<file path="src/rtl/mem_arbiter.sv">
// Two-to-one memory port arbiter: merges instruction-side and data-side (dtim) requests onto one external port.
// Latency: a request valid in IDLE at cycle t drives mem_in_valid at t+1; the response is forwarded combinationally.
// Backpressure: the granted request is held until mem_out_ready; an IDLE arbitration slot follows every transfer.
//
// Ports:
//   clock, reset                      single clock, synchronous active-high reset
//   imem_in_* / imem_out_*            instruction-side request (valid, fence, instr, addr, wdata, wstrb) and response (rdata, ready)
//   dmem_in_* / dmem_out_*            data-side request/response, connected to dtim
//   mem_in_*  / mem_out_*             external memory request (registered) and response
// Build option: define MEM_ARBITER_RR_EN for round-robin tie breaking (prio register, dprio_init);
// otherwise the data port always wins ties.
module mem_arbiter #(
    parameter bit dprio_init = 1'b1
) (
    input  logic        clock,
    input  logic        reset,

    input  logic        imem_in_valid,
    input  logic        imem_in_fence,
    input  logic        imem_in_instr,
    input  logic [31:0] imem_in_addr,
    input  logic [31:0] imem_in_wdata,
    input  logic [3:0]  imem_in_wstrb,
    output logic [31:0] imem_out_rdata,
    output logic        imem_out_ready,

    input  logic        dmem_in_valid,
    input  logic        dmem_in_fence,
    input  logic        dmem_in_instr,
    input  logic [31:0] dmem_in_addr,
    input  logic [31:0] dmem_in_wdata,
    input  logic [3:0]  dmem_in_wstrb,
    output logic [31:0] dmem_out_rdata,
    output logic        dmem_out_ready,

    output logic        mem_in_valid,
    output logic        mem_in_fence,
    output logic        mem_in_instr,
    output logic [31:0] mem_in_addr,
    output logic [31:0] mem_in_wdata,
    output logic [3:0]  mem_in_wstrb,
    input  logic [31:0] mem_out_rdata,
    input  logic        mem_out_ready
);

    typedef enum logic [1:0] {
        IDLE   = 2'd0,
        BUSY_I = 2'd1,
        BUSY_D = 2'd2
    } state_t;

    state_t state;
    state_t state_nxt;
    logic   grant_i;
    logic   grant_d;
    logic   done;
    logic   pick_d;     // tie breaker: 1 = data port wins when both request

    // The requesters' instr bits are replaced by the grant side.
    logic unused_instr;
    assign unused_instr = imem_in_instr ^ dmem_in_instr;

`ifdef MEM_ARBITER_RR_EN
    logic prio;         // 1 = data port preferred on the next tie

    assign pick_d = prio;

    // After each completed transfer, point at the port that did not own it.
    always_ff @(posedge clock) begin
        if (reset) begin
            prio <= dprio_init;
        end else if (done) begin
            prio <= (state == BUSY_I);
        end
    end
`else
    logic unused_dprio;
    assign unused_dprio = dprio_init;
    assign pick_d       = 1'b1;
`endif

    always_comb begin
        state_nxt = state;
        grant_i   = 1'b0;
        grant_d   = 1'b0;
        done      = 1'b0;
        case (state)
            IDLE: begin
                if (dmem_in_valid && (!imem_in_valid || pick_d)) begin
                    grant_d   = 1'b1;
                    state_nxt = BUSY_D;
                end else if (imem_in_valid) begin
                    grant_i   = 1'b1;
                    state_nxt = BUSY_I;
                end
            end
            BUSY_I, BUSY_D: begin
                if (mem_out_ready) begin
                    done      = 1'b1;
                    state_nxt = IDLE;
                end
            end
            default: state_nxt = IDLE;
        endcase
    end

    always_ff @(posedge clock) begin
        if (reset) begin
            state <= IDLE;
        end else begin
            state <= state_nxt;
        end
    end

    // Request register: loaded on a grant, held through BUSY, cleared when the transfer completes.
    always_ff @(posedge clock) begin
        if (reset) begin
            mem_in_valid <= 1'b0;
            mem_in_fence <= 1'b0;
            mem_in_instr <= 1'b0;
            mem_in_addr  <= '0;
            mem_in_wdata <= '0;
            mem_in_wstrb <= '0;
        end else if (grant_d) begin
            mem_in_valid <= 1'b1;
            mem_in_fence <= dmem_in_fence;
            mem_in_instr <= 1'b0;
            mem_in_addr  <= dmem_in_addr;
            mem_in_wdata <= dmem_in_wdata;
            mem_in_wstrb <= dmem_in_wstrb;
        end else if (grant_i) begin
            mem_in_valid <= 1'b1;
            mem_in_fence <= imem_in_fence;
            mem_in_instr <= 1'b1;
            mem_in_addr  <= imem_in_addr;
            mem_in_wdata <= imem_in_wdata;
            mem_in_wstrb <= imem_in_wstrb;
        end else if (done) begin
            mem_in_valid <= 1'b0;
            mem_in_fence <= 1'b0;
            mem_in_instr <= 1'b0;
            mem_in_addr  <= '0;
            mem_in_wdata <= '0;
            mem_in_wstrb <= '0;
        end
    end

    // Responses go only to the owner; a reset in the ready cycle suppresses the handshake
    // because the transfer is being abandoned.
    assign imem_out_ready = (state == BUSY_I) && mem_out_ready && !reset;
    assign dmem_out_ready = (state == BUSY_D) && mem_out_ready && !reset;
    assign imem_out_rdata = imem_out_ready ? mem_out_rdata : '0;
    assign dmem_out_rdata = dmem_out_ready ? mem_out_rdata : '0;

endmodule

</file>
<file path="config.mk">
export PLATFORM = sky130hd
export DESIGN_NAME = mem_arbiter
export DESIGN_NICKNAME = d
export VERILOG_FILES = /design/src/rtl/mem_arbiter.sv
export SDC_FILE = /design/constraint.sdc
export NUM_CORES = 1
export LEC_CHECK = 0
export CAP_MARGIN = 20
export CORE_AREA = 2 2 122 124
export DETAILED_ROUTE_END_ITERATION = 10
export DIE_AREA = 0 0 124 126
export GPL_TIMING_DRIVEN = 0
export PLACE_DENSITY = 0.62
export REMOVE_ABC_BUFFERS = 1
export SLEW_MARGIN = 20
export SYNTH_ARGS = -nofsm -noshare
export SYNTH_HDL_FRONTEND = slang
export SYNTH_SLANG_ARGS = --single-unit
</file>
<file path="constraint.sdc">
create_clock -name clock -period 2.2 [get_ports clock]
set_input_delay 0.44 -clock clock [delete_from_list [all_inputs] [get_ports clock]]
set_output_delay 0.44 -clock clock [all_outputs]
set_load 0.01 [all_outputs]
</file>
==> results.py <==
metrics = {
    "outcome": {
        "outcome": "completed",
    },
    "setup_path": {
        "required_ns": 1.76,
        "reg2reg_from": "state[0]",
        "worstPathArrival_ns": 1.69,
        "path_class": "reg2out",
        "path_max_fanout": 5,
        "r2r_cells": 6,
        "r2r_end": "mem_in_addr[11]",
        "end_kind": "output pin",
        "r2r_setup_slack_ns": 0.31,
        "start_kind": "flip-flop",
    },
    "routing": {
        "wl_met2_um": 8190,
        "via_count": 4028,
        "drt-met1-wl_um": 5320,
        "firstDrtPassIters": 4,
        "ant_nets": 0,
        "dr.first_iter.drc_count": 89,
        "dr_wl_met3_um": 1630,
        "wire_per_inst_um": 18.6,
        "dr.max_layer_used": "met4",
        "drc": 0,
        "drt-total-wl_um": 15700,
        "via_per_inst": 4.79,
    },
    "clock_network": {
        "cts_made_buffers": 9,
        "cts_max_level": 3,
        "cts-root-buf": "clkbuf_16",
        "clk_pin_slew_ns": 0.05,
        "cts_tree": "done",
        "clk_path_buf_depth": 2,
        "insertion_delay_ns": 0.34,
        "cts_num_sinks": 73,
    },
    "final_layout": {
        "drive_gt1_frac": 0.145,
        "num-fill-cells": 1376,
        "final_util": 0.493,
        "nets": 830,
        "area_growth_pct": 105,
    },
    "timing": {
        "fin_crit_sh": 0.966,
        "maxSlewViolCount": 0,
        "relSlewSlack": 0.447,
        "fin_skew_ns": 0.00763,
        "period_needed_ns": 2.13,
        "rsz0062_at_grt": "false",
        "setup_violations": 0,
        "worstMarginPinSlew_ns": 0.829,
        "hold_viol": 0,
        "setup_slack_ns": 0.0745,
        "fmax_ghz": 0.470,
    },
    "synthesis": {
        "ys_warn_count": 0,
        "synthAdderAreaFrac": 0.0146,
        "yosysUniqueCellTypes": 21,
        "synthMuxAreaShare": 0,
        "yosys-top-cells-area": "dfxtp_1, a22oi_1, o2bb2ai_1",
        "yosysTopAreaCell": "dfxtp_1",
        "avgSynthCellArea_um2": 10.2,
        "ys_seq_elements": 73,
        "netlist.area_leader.share": 0.426,
        "synth_top_family_by_area": "compound AO/OA/AOI/OAI gates",
        "synth_xor_area_frac": 0,
        "syn_area_um2": 3430,
        "synth_compound_area_frac": 0.359,
        "synthCells": 338,
        "yosys.area_share.simple": 0.139,
        "ys_seq_area_frac": 0.426,
    },
    "global_routing": {
        "antenna_found_initial": 4,
        "grt_use_total": 0.194,
        "grt_pass1_vias": 4091,
        "grt_max_degree": 76,
        "overflow": 0,
        "grt_first_pass_wirelength_um": 22900,
    },
    "die": {
        "die_w_um": 124,
        "start_util": 0.240,
        "core_area_um2": 14300,
        "die_area_um2": 15600,
        "row_count": 44,
        "ios": 314,
        "die_h_um": 126,
    },
    "job": {
        "cap_violations": 0,
    },
    "min_path": {
        "worstHoldEndpoint": "mem_in_addr[21]",
        "hp-class": "reg2reg",
        "hold_start": "mem_in_addr[21]",
        "hold_path_depth": 1,
    },
    "placement": {
        "gp_congestion": 0.786,
        "dp_hpwl_um": 11200,
        "port_buffers": 311,
        "dpl_worst_slack_ns": -0.975,
    },
    "power": {
        "vdd_drop_max_uv": 387,
        "power_density_nw_per_um2": 597,
        "power.leakage_nw": 2.85,
    },
}
[kinds of logic (layout without fill, tap and decap cells)]
family,after synthesis,in the layout
DFF,73,73
adders and majority gates,4,4
AOI/OAI and AO/OA,146,146
other,0,4
buffers and inverters,40,347
and+or+nand+nor,75,83
[Yosys cell counts]
cell type and number:
buf_6 5, nand2b_1 3, or2_2 1, ha_1 4, nor4bb_1 1, buf_4 1, a211oi_1 2, and2_1 64
nor2b_1 1, o2bb2ai_2 10, o2bb2ai_1 59, dfxtp_1 73, inv_1 2, a21oi_1 3, and3b_1 3, a31oi_1 1
nand2_1 2, clkbuf_1 16, a22oi_1 70, buf_2 16, o21ai_1 1
[state kept, by name, indices dropped and copies added (netlist names)]
signal        cells
mem_in_fence      1
mem_in_wdata     32
mem_in_instr      1
mem_in_wstrb      4
mem_in_valid      1
mem_in_addr      32
state             2
[stage by stage]
step           cell area, um^2  cells  total power [mW]  TNS [ns]  hold slack, ns
5_1_grt                   7050    841              4.41         0           0.472
3_3_place_gp              6570    795              2.67   -410.20           0.444
6_report                  7050    841              4.21         0           0.459
2_1_floorplan             3230    300              1.92    -68.61           0.474
3_5_place_dp              6690    799              2.71    -57.42           0.446
4_1_cts                   7180    837              4.27   -0.0230           0.463
[worst max-delay path, cell delays in order, from the launching register on]
cell and delay [ns]:
dfxtp_4 0.36, inv_2 0.10, ha_4 0.17, and3b_4 0.25
buf_4 0.12, and2_1 0.11, clkdlybuf4s15_1 0.25
[power by group]
| part | switching (mW) | internal, mW |
|---|---|---|
| clock | 0.570 | 0.935 |
| sequential | 0.0795 | 1.46 |
| combinational | 0.475 | 0.687 |
| total | 1.12 | 3.08 |
[metal layers]
metal	global-route usage	up-vias
li1	-	1933
met1	0.186	1861
met2	0.366	212
met3	0.0620	22
met4	0.0945	0
met5	0	-
[cells in the final DEF, fill, tap and decap left out, drive strengths merged, types with 4 or more instances in the layout]
master           n
a22oi           70
and2            64
and3b           11
buf             22
clkbuf          38
clkdlybuf4s50  242
dfxtp           73
diode            4
dlygate4sd2     36
ha               4
o2bb2ai         69
[final cells by class]
| class | count | area (um^2) | share of cell area |
|---|---|---|---|
| clock buffer | 11 | 253 | 0.0358 |
| tap | 184 | 230 | 0.0327 |
| multi-input combinational | 233 | 1890 | 0.268 |
| sequential | 73 | 1470 | 0.208 |
| timing repair buffer | 330 | 3140 | 0.445 |
| clock inverter | 4 | 51.3 | 0.00728 |
| inverter | 2 | 7.51 | 0.00106 |
| antenna | 4 | 10.0 | 0.00142 |
[worst max-delay path by stage]
stage / start / to / slack (ns) / cells after the start
after floorplan: dmem_in_valid / mem_in_wdata[21] / -1.08 / 3
after CTS: state[1] / imem_out_rdata[8] / -0.02 / 6
after global placement: dmem_in_valid / mem_in_wdata[24] / -5.38 / 4
after global routing: state[0] / dmem_out_rdata[2] / 0.002 / 6
final: state[0] / dmem_out_rdata[2] / 0.07 / 6
after detailed placement: reset / imem_out_rdata[8] / -0.97 / 4
[repair_timing]
action | in CTS | in global routing
setup endpoints to repair | 66 | 30
pin swaps | 0 | 0
gates resized for setup | 122 | 31
cloned | 8 | 0
hold buffers | 0 | 0
buffers inserted | 15 | 0
Power figures use the tool's default switching activity.
